### src/rtl/fog_mod_pkg.sv
`default_nettype none
// +----------------------------------------------------------------------+
// | Package  : fog_mod_pkg                                               |
// | Purpose  : Shared types, constants and the signed DAC saturation     |
// |            helper for the FOG modulation / feedback blocks.          |
// | Contents : mod_state_t   - modulation generator state encoding       |
// |            DAC_W_DEFAULT - default DAC code width                    |
// |            MOD_OFF_BIT   - bit of the mod-off register that disables |
// |            sat_to_dac()  - clamp a signed value into a DAC range     |
// | Revision : 1.0 - initial release                                     |
// +----------------------------------------------------------------------+
package fog_mod_pkg;

   typedef enum logic [1:0] {
      IDLE  = 2'd0,
      RUN_H = 2'd1,
      RUN_L = 2'd2
   } mod_state_t;

   localparam int DAC_W_DEFAULT = 16;
   localparam int MOD_OFF_BIT   = 0;

   // Clamp a sign-extended value into the signed range of a dac_w-bit code.
   // The result is returned 64 bits wide; callers truncate it to dac_w bits,
   // which yields 0x7F..F / 0x80..0 / x[dac_w-1:0] as appropriate. Working at
   // 64 bits lets the feedback ladder reuse this with a different DAC width.
   function automatic logic [63:0] sat_to_dac(input logic signed [63:0] x,
                                              input int                 dac_w);
      logic signed [63:0] lim;
      logic signed [63:0] max_v;
      logic signed [63:0] min_v;
      lim   = 64'sd1 <<< (dac_w - 1);
      max_v = lim - 64'sd1;
      min_v = -lim;
      if (x > max_v) begin
         return max_v;
      end else if (x < min_v) begin
         return min_v;
      end else begin
         return x;
      end
   endfunction

endpackage
`default_nettype wire

### src/rtl/fog_mod_gen.sv
`default_nettype none
// +----------------------------------------------------------------------+
// | Module   : fog_mod_gen                                               |
// | Purpose  : Square-wave phase-modulation generator for the FOG loop.  |
// |            Produces a two-level DAC code with shadowed register      |
// |            values applied only at full-period (L->H) boundaries,     |
// |            plus half-period edge and ADC sample strobes.             |
// | Ports    : clk, rst_n          - clock, synchronous active-low reset  |
// |            i_freq_cnt          - half-period length (cycles, >= 2)    |
// |            i_mod_H / i_mod_L   - signed high / low modulation codes   |
// |            i_mod_off           - bit0 = 1 disables modulation         |
// |            i_stable_cnt        - half-periods before o_stable         |
// |            i_smp_dly           - edge-to-sample delay in cycles       |
// |            o_mod_dac           - saturated signed DAC code            |
// |            o_mod_phase         - 0 high half, 1 low half              |
// |            o_half_edge         - first cycle of each half-period      |
// |            o_smp_stb           - ADC sample strobe                    |
// |            o_stable            - modulation settled                   |
// |            o_cfg_err           - freq count < 2 while enabled         |
// | Revision : 1.0 - initial release                                     |
// +----------------------------------------------------------------------+
module fog_mod_gen
   import fog_mod_pkg::*;
#(
   parameter int DATA_W = 32,
   parameter int DAC_W  = DAC_W_DEFAULT
) (
   input  logic              clk,
   input  logic              rst_n,
   input  logic [DATA_W-1:0] i_freq_cnt,
   input  logic [DATA_W-1:0] i_mod_H,
   input  logic [DATA_W-1:0] i_mod_L,
   input  logic [DATA_W-1:0] i_mod_off,
   input  logic [DATA_W-1:0] i_stable_cnt,
   input  logic [DATA_W-1:0] i_smp_dly,
   output logic [DAC_W-1:0]  o_mod_dac,
   output logic              o_mod_phase,
   output logic              o_half_edge,
   output logic              o_smp_stb,
   output logic              o_stable,
   output logic              o_cfg_err
);

   mod_state_t        state;
   logic [DATA_W-1:0] cnt;
   logic [DATA_W-1:0] sh_freq;
   logic [DATA_W-1:0] sh_dly;
   logic [DAC_W-1:0]  sh_l;      // low level kept already saturated
   logic [DATA_W-1:0] stab;

   logic              mod_off;
   logic              freq_ok;
   logic              cnt_last;
   logic [DATA_W-1:0] stab_next;
   logic [DAC_W-1:0]  sat_h_in;
   logic [DAC_W-1:0]  sat_l_in;
   logic              unused_mod_off;

   // Only bit 0 of the mod-off register carries meaning.
   assign unused_mod_off = ^{i_mod_off[DATA_W-1:MOD_OFF_BIT+1]};

   always_comb begin
      mod_off  = i_mod_off[MOD_OFF_BIT];
      freq_ok  = (i_freq_cnt >= DATA_W'(2));
      cnt_last = (cnt == sh_freq - DATA_W'(1));
      sat_h_in = DAC_W'(sat_to_dac(64'($signed(i_mod_H)), DAC_W));
      sat_l_in = DAC_W'(sat_to_dac(64'($signed(i_mod_L)), DAC_W));
      // o_half_edge is high exactly in the first cycle of a half-period, so
      // counting it at the closing edge of that cycle counts half-periods.
      stab_next = stab;
      if (o_half_edge && !(&stab)) begin
         stab_next = stab + DATA_W'(1);
      end
   end

   always_ff @(posedge clk) begin
      if (!rst_n) begin
         state       <= IDLE;
         cnt         <= '0;
         sh_freq     <= '0;
         sh_dly      <= '0;
         sh_l        <= '0;
         stab        <= '0;
         o_mod_dac   <= '0;
         o_mod_phase <= 1'b0;
         o_half_edge <= 1'b0;
         o_smp_stb   <= 1'b0;
         o_stable    <= 1'b0;
         o_cfg_err   <= 1'b0;
      end else begin
         case (state)
            IDLE: begin
               cnt         <= '0;
               stab        <= '0;
               o_mod_dac   <= '0;
               o_mod_phase <= 1'b0;
               o_half_edge <= 1'b0;
               o_smp_stb   <= 1'b0;
               o_stable    <= 1'b0;
               o_cfg_err   <= !mod_off && !freq_ok;
               if (!mod_off && freq_ok) begin
                  state       <= RUN_H;
                  sh_freq     <= i_freq_cnt;
                  sh_l        <= sat_l_in;
                  sh_dly      <= i_smp_dly;
                  o_mod_dac   <= sat_h_in;
                  o_half_edge <= 1'b1;
                  o_smp_stb   <= (i_smp_dly == '0);
                  // stable count is still zero on the first RUN_H cycle
                  o_stable    <= (i_stable_cnt == '0);
               end
            end

            RUN_H, RUN_L: begin
               if (mod_off) begin
                  // mod-off wins over any coincident half-period boundary
                  state       <= IDLE;
                  cnt         <= '0;
                  stab        <= '0;
                  o_mod_dac   <= '0;
                  o_mod_phase <= 1'b0;
                  o_half_edge <= 1'b0;
                  o_smp_stb   <= 1'b0;
                  o_stable    <= 1'b0;
                  o_cfg_err   <= 1'b0;
               end else begin
                  stab      <= stab_next;
                  o_cfg_err <= 1'b0;
                  o_stable  <= (stab_next >= i_stable_cnt);
                  if (!cnt_last) begin
                     cnt         <= cnt + DATA_W'(1);
                     o_half_edge <= 1'b0;
                     o_smp_stb   <= (cnt + DATA_W'(1) == sh_dly);
                  end else if (state == RUN_H) begin
                     cnt         <= '0;
                     state       <= RUN_L;
                     o_mod_dac   <= sh_l;
                     o_mod_phase <= 1'b1;
                     o_half_edge <= 1'b1;
                     o_smp_stb   <= (sh_dly == '0);
                  end else begin
                     // full-period boundary: pick up new register values
                     cnt     <= '0;
                     sh_freq <= i_freq_cnt;
                     sh_l    <= sat_l_in;
                     sh_dly  <= i_smp_dly;
                     if (!freq_ok) begin
                        state       <= IDLE;
                        stab        <= '0;
                        o_mod_dac   <= '0;
                        o_mod_phase <= 1'b0;
                        o_half_edge <= 1'b0;
                        o_smp_stb   <= 1'b0;
                        o_stable    <= 1'b0;
                        o_cfg_err   <= 1'b1;
                     end else begin
                        state       <= RUN_H;
                        o_mod_dac   <= sat_h_in;
                        o_mod_phase <= 1'b0;
                        o_half_edge <= 1'b1;
                        o_smp_stb   <= (i_smp_dly == '0);
                     end
                  end
               end
            end

            default: begin
               state <= IDLE;
            end
         endcase
      end
   end

endmodule
`default_nettype wire
### config.mk
export PLATFORM = sky130hd
export DESIGN_NAME = fog_mod_gen
export DESIGN_NICKNAME = d
export VERILOG_FILES = /design/src/rtl/fog_mod_pkg.sv /design/src/rtl/fog_mod_gen.sv
export SDC_FILE = /design/constraint.sdc
export NUM_CORES = 1
export LEC_CHECK = 0
export ABC_AREA = 1
export BUFFER_PORTS_ARGS = -buffer_cell sky130_fd_sc_hd__buf_2
export CAP_MARGIN = 10
export CORE_ASPECT_RATIO = 0.5
export CORE_UTILIZATION = 57
export DETAILED_ROUTE_END_ITERATION = 10
export PLACE_DENSITY = 0.81
export SLEW_MARGIN = 20
export SYNTH_ARGS = -nofsm -noshare
export SYNTH_HDL_FRONTEND = slang
export SYNTH_SLANG_ARGS = --single-unit
### constraint.sdc
create_clock -name clk -period 3.2 [get_ports clk]
set_input_delay 0.32 -clock clk [delete_from_list [all_inputs] [get_ports clk]]
set_output_delay 0.32 -clock clk [all_outputs]
set_load 0.02 [all_outputs]
* After elaboration in Yosys (flattened, before gate mapping) *
Index checks and enable logic that the tools add are counted.

storage, ports and cells
  register bits after elaboration = 167
  bits of input ports = 194
  output and inout port bits = 21
  word-level logic and storage cells = 113

cells by class
  add/sub/neg operators = 3
  $lt $le $gt $ge = 6
  eq/ne operators = 9
  muxes and demuxes = 67
  reductions and logical operators = 16

operator list
  operator                                                            count
  two-way mux 32 bit                                                  15
  case mux 32 bit (2 select lines)                                    4
  two-way mux 16 bit                                                  13
  logical NOT 32 bit                                                  3
  adder 32 x 1 -> 32 bit, second input constant                       2
  == test 32 bit                                                      2
  greater-than comparator 32 x 16 -> 1 bit, second input constant     2
  less-than comparator 32 x 16 -> 1 bit, second input constant        2
  case mux 16 bit (2 select lines)                                    2
  greater-or-equal comparator 32 x 2 -> 1 bit, second input constant  1
  greater-or-equal comparator 32 bit                                  1
  AND reduction 32 bit                                                1
  subtractor 32 x 1 -> 32 bit, second input constant                  1
  two-way mux 1 bit                                                   23
  case mux 1 bit (2 select lines)                                     5
  two-way mux 2 bit                                                   4
  != test 2 bit, second input constant                                4
  AND reduction 5 bit                                                 1
  case mux 2 bit (2 select lines)                                     1
  AND reduction 2 bit                                                 2
  logical AND 1 bit                                                   3
  logical NOT 1 bit                                                   3
  != test 3 bit, second input constant                                1
  == test 2 x 1 -> 1 bit, second input constant                       1
  other kinds (4)                                                     4

* Longest topological paths before layout *
  depth after elaboration = 10
  gate-level depth with buffers = 23
  gate-level depth less buffers = 23

* Least setup slack after synthesis *
Ideal clock, no wire load.

  path type = register -> register
  start point = register stab[0]
  end point = register o_stable
  setup time = 70 ps
  arrival time = 2841 ps
  slack = 290 ps
  stages on the path, launching flop included = 22
  period minus slack after synthesis = 2910 ps
  path through = dfxtp_1 > ha_1 > nand2_1 > nor2_1 > nand2_1 > nor2_1 > nand2_1 > nand2_1 > inv_1 > clkbuf_1 > nor2_1 > a21oi_1 > ha_1 > nand2_1 > inv_1 > nand3_1 > nor3_1 > and3_1 > nand4_1 > nand3_1 > nand3_1 > a21oi_1

on the way
  word-level cells in the longest chain between the ends = 10
  elaborated cells between the ends (all ways) = 11
  classes of those cells = add/sub: 1; order compare: 1; mux: 6; reduce/logical: 3

RTL lines
  what                                                            RTL line            source
  start, declared                                                 fog_mod_gen.sv:49   logic [DATA_W-1:0] stab;
  start signal, assigned                                          fog_mod_gen.sv:127  stab <= stab_next;
  branches (longest 3 deep; another with adder 32 x 1 -> 32 bit)  --
  two-way mux 32 bit *                                            fog_mod_gen.sv:71   if (o_half_edge && !(&stab)) begin
  greater-or-equal comparator 32 bit *                            fog_mod_gen.sv:129  o_stable <= (stab_next >= i_stable_cnt);
  two-way mux 1 bit                                               fog_mod_gen.sv:147  if (!freq_ok) begin
  two-way mux 1 bit                                               fog_mod_gen.sv:134  end else if (state == RUN_H) begin
  two-way mux 1 bit *                                             fog_mod_gen.sv:130  if (!cnt_last) begin
  two-way mux 1 bit *                                             fog_mod_gen.sv:115  if (mod_off) begin
  case mux 1 bit (2 select lines) *                               fog_mod_gen.sv:91   case (state)
  end signal, assigned                                            fog_mod_gen.sv:110  o_stable <= (i_stable_cnt == '0);
  end signal, assigned                                            fog_mod_gen.sv:129
  end, declared                                                   fog_mod_gen.sv:40   output logic o_stable,

Mark *: on every way between the ends.
A chain may end at the register's enable or synchronous reset.

* Worst setup path in the final report *
  start point = register stab[7]
  end point = register o_stable

The elaborated chain is that of the path after synthesis.

==> qor.yml <==
place.gp.congestion: 0.948
grt_max_degree: 81
synth_warnings: 0
clock_skew_ns: 0.0141
ys_top_cells_by_area: "dfxtp_1 28%, nand2_1 15%, nor2_1 11%"
timing.rr.start: "stab[7]$_SDFFE_PN0P_"
ys_async_sr_fraction: 0
wl_per_cell_um: 14.5
synth-edff-count: 0
drt_iter0_markers: 1159
cts_root_buffer: "clkbuf_16"
htree_levels: 4
rsz0062_at_grt: "true"
run_status: "finished with violations"
totalWireLength_um: 35100
antenna_found_initial: 0
r2r_slack_ns: 0.03
hp-class: "in2reg"
avgViaCountPerCell: 5.50
worstPathMaxFanout: 5
yosysSeqAreaShare: 0.280
start_util: 0.598
nets: 2370
synth_most_common_cell: "nand2_1"
cts_tree: "built"
setup_ws_ns: 0.0281
power.total_w: 0.00983
ant_nets: 0
cp_slowest_stage_delay_ns: 0.44
critPathKind: "reg2reg"
synthMuxAreaShare: 0
die_height_um: 104
use_met3: 0.0608
drc: 2
p_per_area_mw_per_mm2: 696
io_pins: 215
synthAdderAreaFrac: 0.0398
use_met1: 0.442
period_minus_slack_ns: 3.17
grt_pass1_vias: 11900
hold_buffers: 0
hold_viol: 0
drive_gt1_frac: 0.160
grt_pass1_wl_um: 56600
antenna_cells: 0
firstDrtPassIters: 9
cp.required_ns: 3.59
cts.sinks: 167
synth_common_cells: "488 x nand2_1, 342 x nor2_1, 204 x inv_1, 167 x dfxtp_1, 136 x a21oi_1"
insertion_delay_ns: 0.46
path_clk_slew_ns: 0.07
r2r_end: "o_stable$_SDFFE_PN0P_"
syn2layout_area_growth_pct: 18.3
reg2reg_depth: 20
core_mm2: 0.0200
violations: "design-rule violations"
drv_slew: 0
cts_buffer_depth: 2
fin_area_mm2: 0.0141
synth_flop_cell: "dfxtp_1"
overflow: 0
grt_util_all_layers: 0.326
yosys.area_share.xor_xnor: 0.0605
start_kind: "register"
synth_fp_nets: 2199
synth_area_mm2: 0.0119
cp-end-kind: "register"
finalSetupViolCount: 0
period_share: 0.991
top_usage_layer: "met2"
startpoint: "stab[7]$_SDFFE_PN0P_"
worstMarginPinSlew_ns: 1.02
num_rows: 36
dpl.hpwl_um: 25300
synth_cells: 1967
crit_top_cell: "nand2_2"
synthDistinctLibCells: 44
die_width_um: 207
met2_usage: 0.508
pre_cts_slack_ns: 0.00325
die-area_mm2: 0.0216
timing.fmax_ghz: 0.315
synth.avg_cell_area_um2: 6.07
power_leakage_nw: 6.44
ys_seq_elements: 167
synth_top_area_share: 0.280
max-slew-margin-rel: 0.320
vias: 13300
critPathCapture: "o_stable$_SDFFE_PN0P_"
placed_cell_area_mm2: 0.0132
cts_buffers: 17
port_buffers: 183
cp_slowest_cell: "dfxtp_1"
vdd_ir_drop_max_uv: 461
synth_top_area_cell: "dfxtp_1"
synth_top_family_by_area: "simple AND/OR/NAND/NOR gates"
maxCapViolCount: 0
synthSimpleGateAreaFrac: 0.408
critical_path_arrival_ns: 3.56
synth_compound_area_frac: 0.115
crit_chain: "nand2_1, inv_1, nand2_2, nor2_4, nand2_2, nand2_2, clkinvlp_4, buf_6, nand4_1, nor2_1, xnor2_1, inv_1, ha_1, nand2_2, o21a_1, o211ai_1, a21oi_2, nand3_2, nand3_2, a21oi_2"
## registers in the layout, summed over array words and instances, names as in the netlist
name         cells
stab            32
o_mod_phase      1
o_stable         1
cnt             32
sh_dly          32
o_cfg_err        1
o_smp_stb        1
sh_l            16
sh_freq         32
o_half_edge      1
state            2
o_mod_dac       16
## where the power goes
| group | total (W) | switching, W | internal [W] |
|---|---|---|---|
| clock network | 0.00219 | 0.000940 | 0.00125 |
| registers | 0.00293 | 0.000418 | 0.00251 |
| logic | 0.00470 | 0.00308 | 0.00163 |
## how the worst min path moves through the flow
stage	cells after the start	to	from	slack, ns
floorplan	2	sh_l[4]$_SDFFE_PN0P_	sh_l[4]$_SDFFE_PN0P_	0.44
global placement	2	o_mod_dac[3]$_SDFFE_PN0P_	o_mod_dac[3]$_SDFFE_PN0P_	0.45
detailed placement	2	o_mod_dac[2]$_SDFFE_PN0P_	o_mod_dac[2]$_SDFFE_PN0P_	0.45
CTS	3	sh_freq[0]$_SDFFE_PN0P_	i_freq_cnt[0]	0.09
global route	3	sh_freq[0]$_SDFFE_PN0P_	i_freq_cnt[0]	0.11
finish	3	sh_freq[0]$_SDFFE_PN0P_	i_freq_cnt[0]	0.11
## cell type report
class                      count  area, um2
sequential                   167       3370
tap                          266        333
multi-input combinational   1509       7660
inverter                     211        798
clock buffer                  18        439
timing repair buffer         232       1350
fill                        1782       5840
clock inverter                13        173
## per-stage QoR
step	setup TNS (ns)	utilization	std cells	hold slack [ns]
3_5_place_dp	0	0.660	2375	0.453
5_1_grt	-0.142	0.707	2416	0.115
6_report	0	0.707	2416	0.105
3_3_place_gp	0	0.660	2375	0.446
2_1_floorplan	0	-	1967	0.444
4_1_cts	0	0.692	2407	0.0895
## kinds of logic (layout without fill, tap and decap cells)
| group | after synthesis | count (layout) |
|---|---|---|
| AO/OA/AOI/OAI | 263 | 263 |
| adder cells (fa/ha/maj) | 38 | 38 |
| buffers and inverters | 291 | 474 |
| XOR/XNOR | 79 | 79 |
| AND/OR/NAND/NOR | 1129 | 1129 |
| flip-flops | 167 | 167 |
## critical path, delay by kind of cell (launching register included)
family / cells / cell delay [ns]
fa+ha+maj: 1 / 0.28
simple gates: 10 / 0.97
compound gates: 4 / 0.79
flops: 1 / 0.44
buf+inv: 4 / 0.47
xor+xnor: 1 / 0.14
## placed cells by master, fill, tap and decap left out, types with 3 or more instances in the layout
cell        count
o21ai_1        31
dfxtp_2        12
o211ai_1        3
xnor2_1        31
a21oi_2         4
ha_1           33
nor3_2          7
nand2_1       479
nand3_1       121
nand2_2        11
ha_4            4
nand4_1        78
buf_4          40
nand2_4         3
nand3_2         7
clkinvlp_4      4
buf_6           4
nor4_1         28
nor2_2          9
a21oi_1       132
inv_2           5
nor3_1         16
nor2_4          6
o21bai_1        8
dfxtp_1       152
xor2_1         45
o21ai_0        77
buf_2         184
buf_12          4
clkinv_4        3
inv_1         203
clkbuf_16      17
bufinv_16       3
dfxtp_4         3
nor2_1        334
nand3b_1       21
## metal layers
layer,vias to the layer above,routed length [um]
met2,531,15300
met4,0,1040
met1,5933,16000
met3,92,2740
li1,6741,-
met5,-,0
## timing repair
item	in CTS	in global routing
gates cloned	0	1
pin swaps	0	19
hold endpoints to repair	0	0
setup buffers	1	8
gates resized for setup	5	69
setup endpoints to repair	1	3
(Power assumes the default switching activity.)
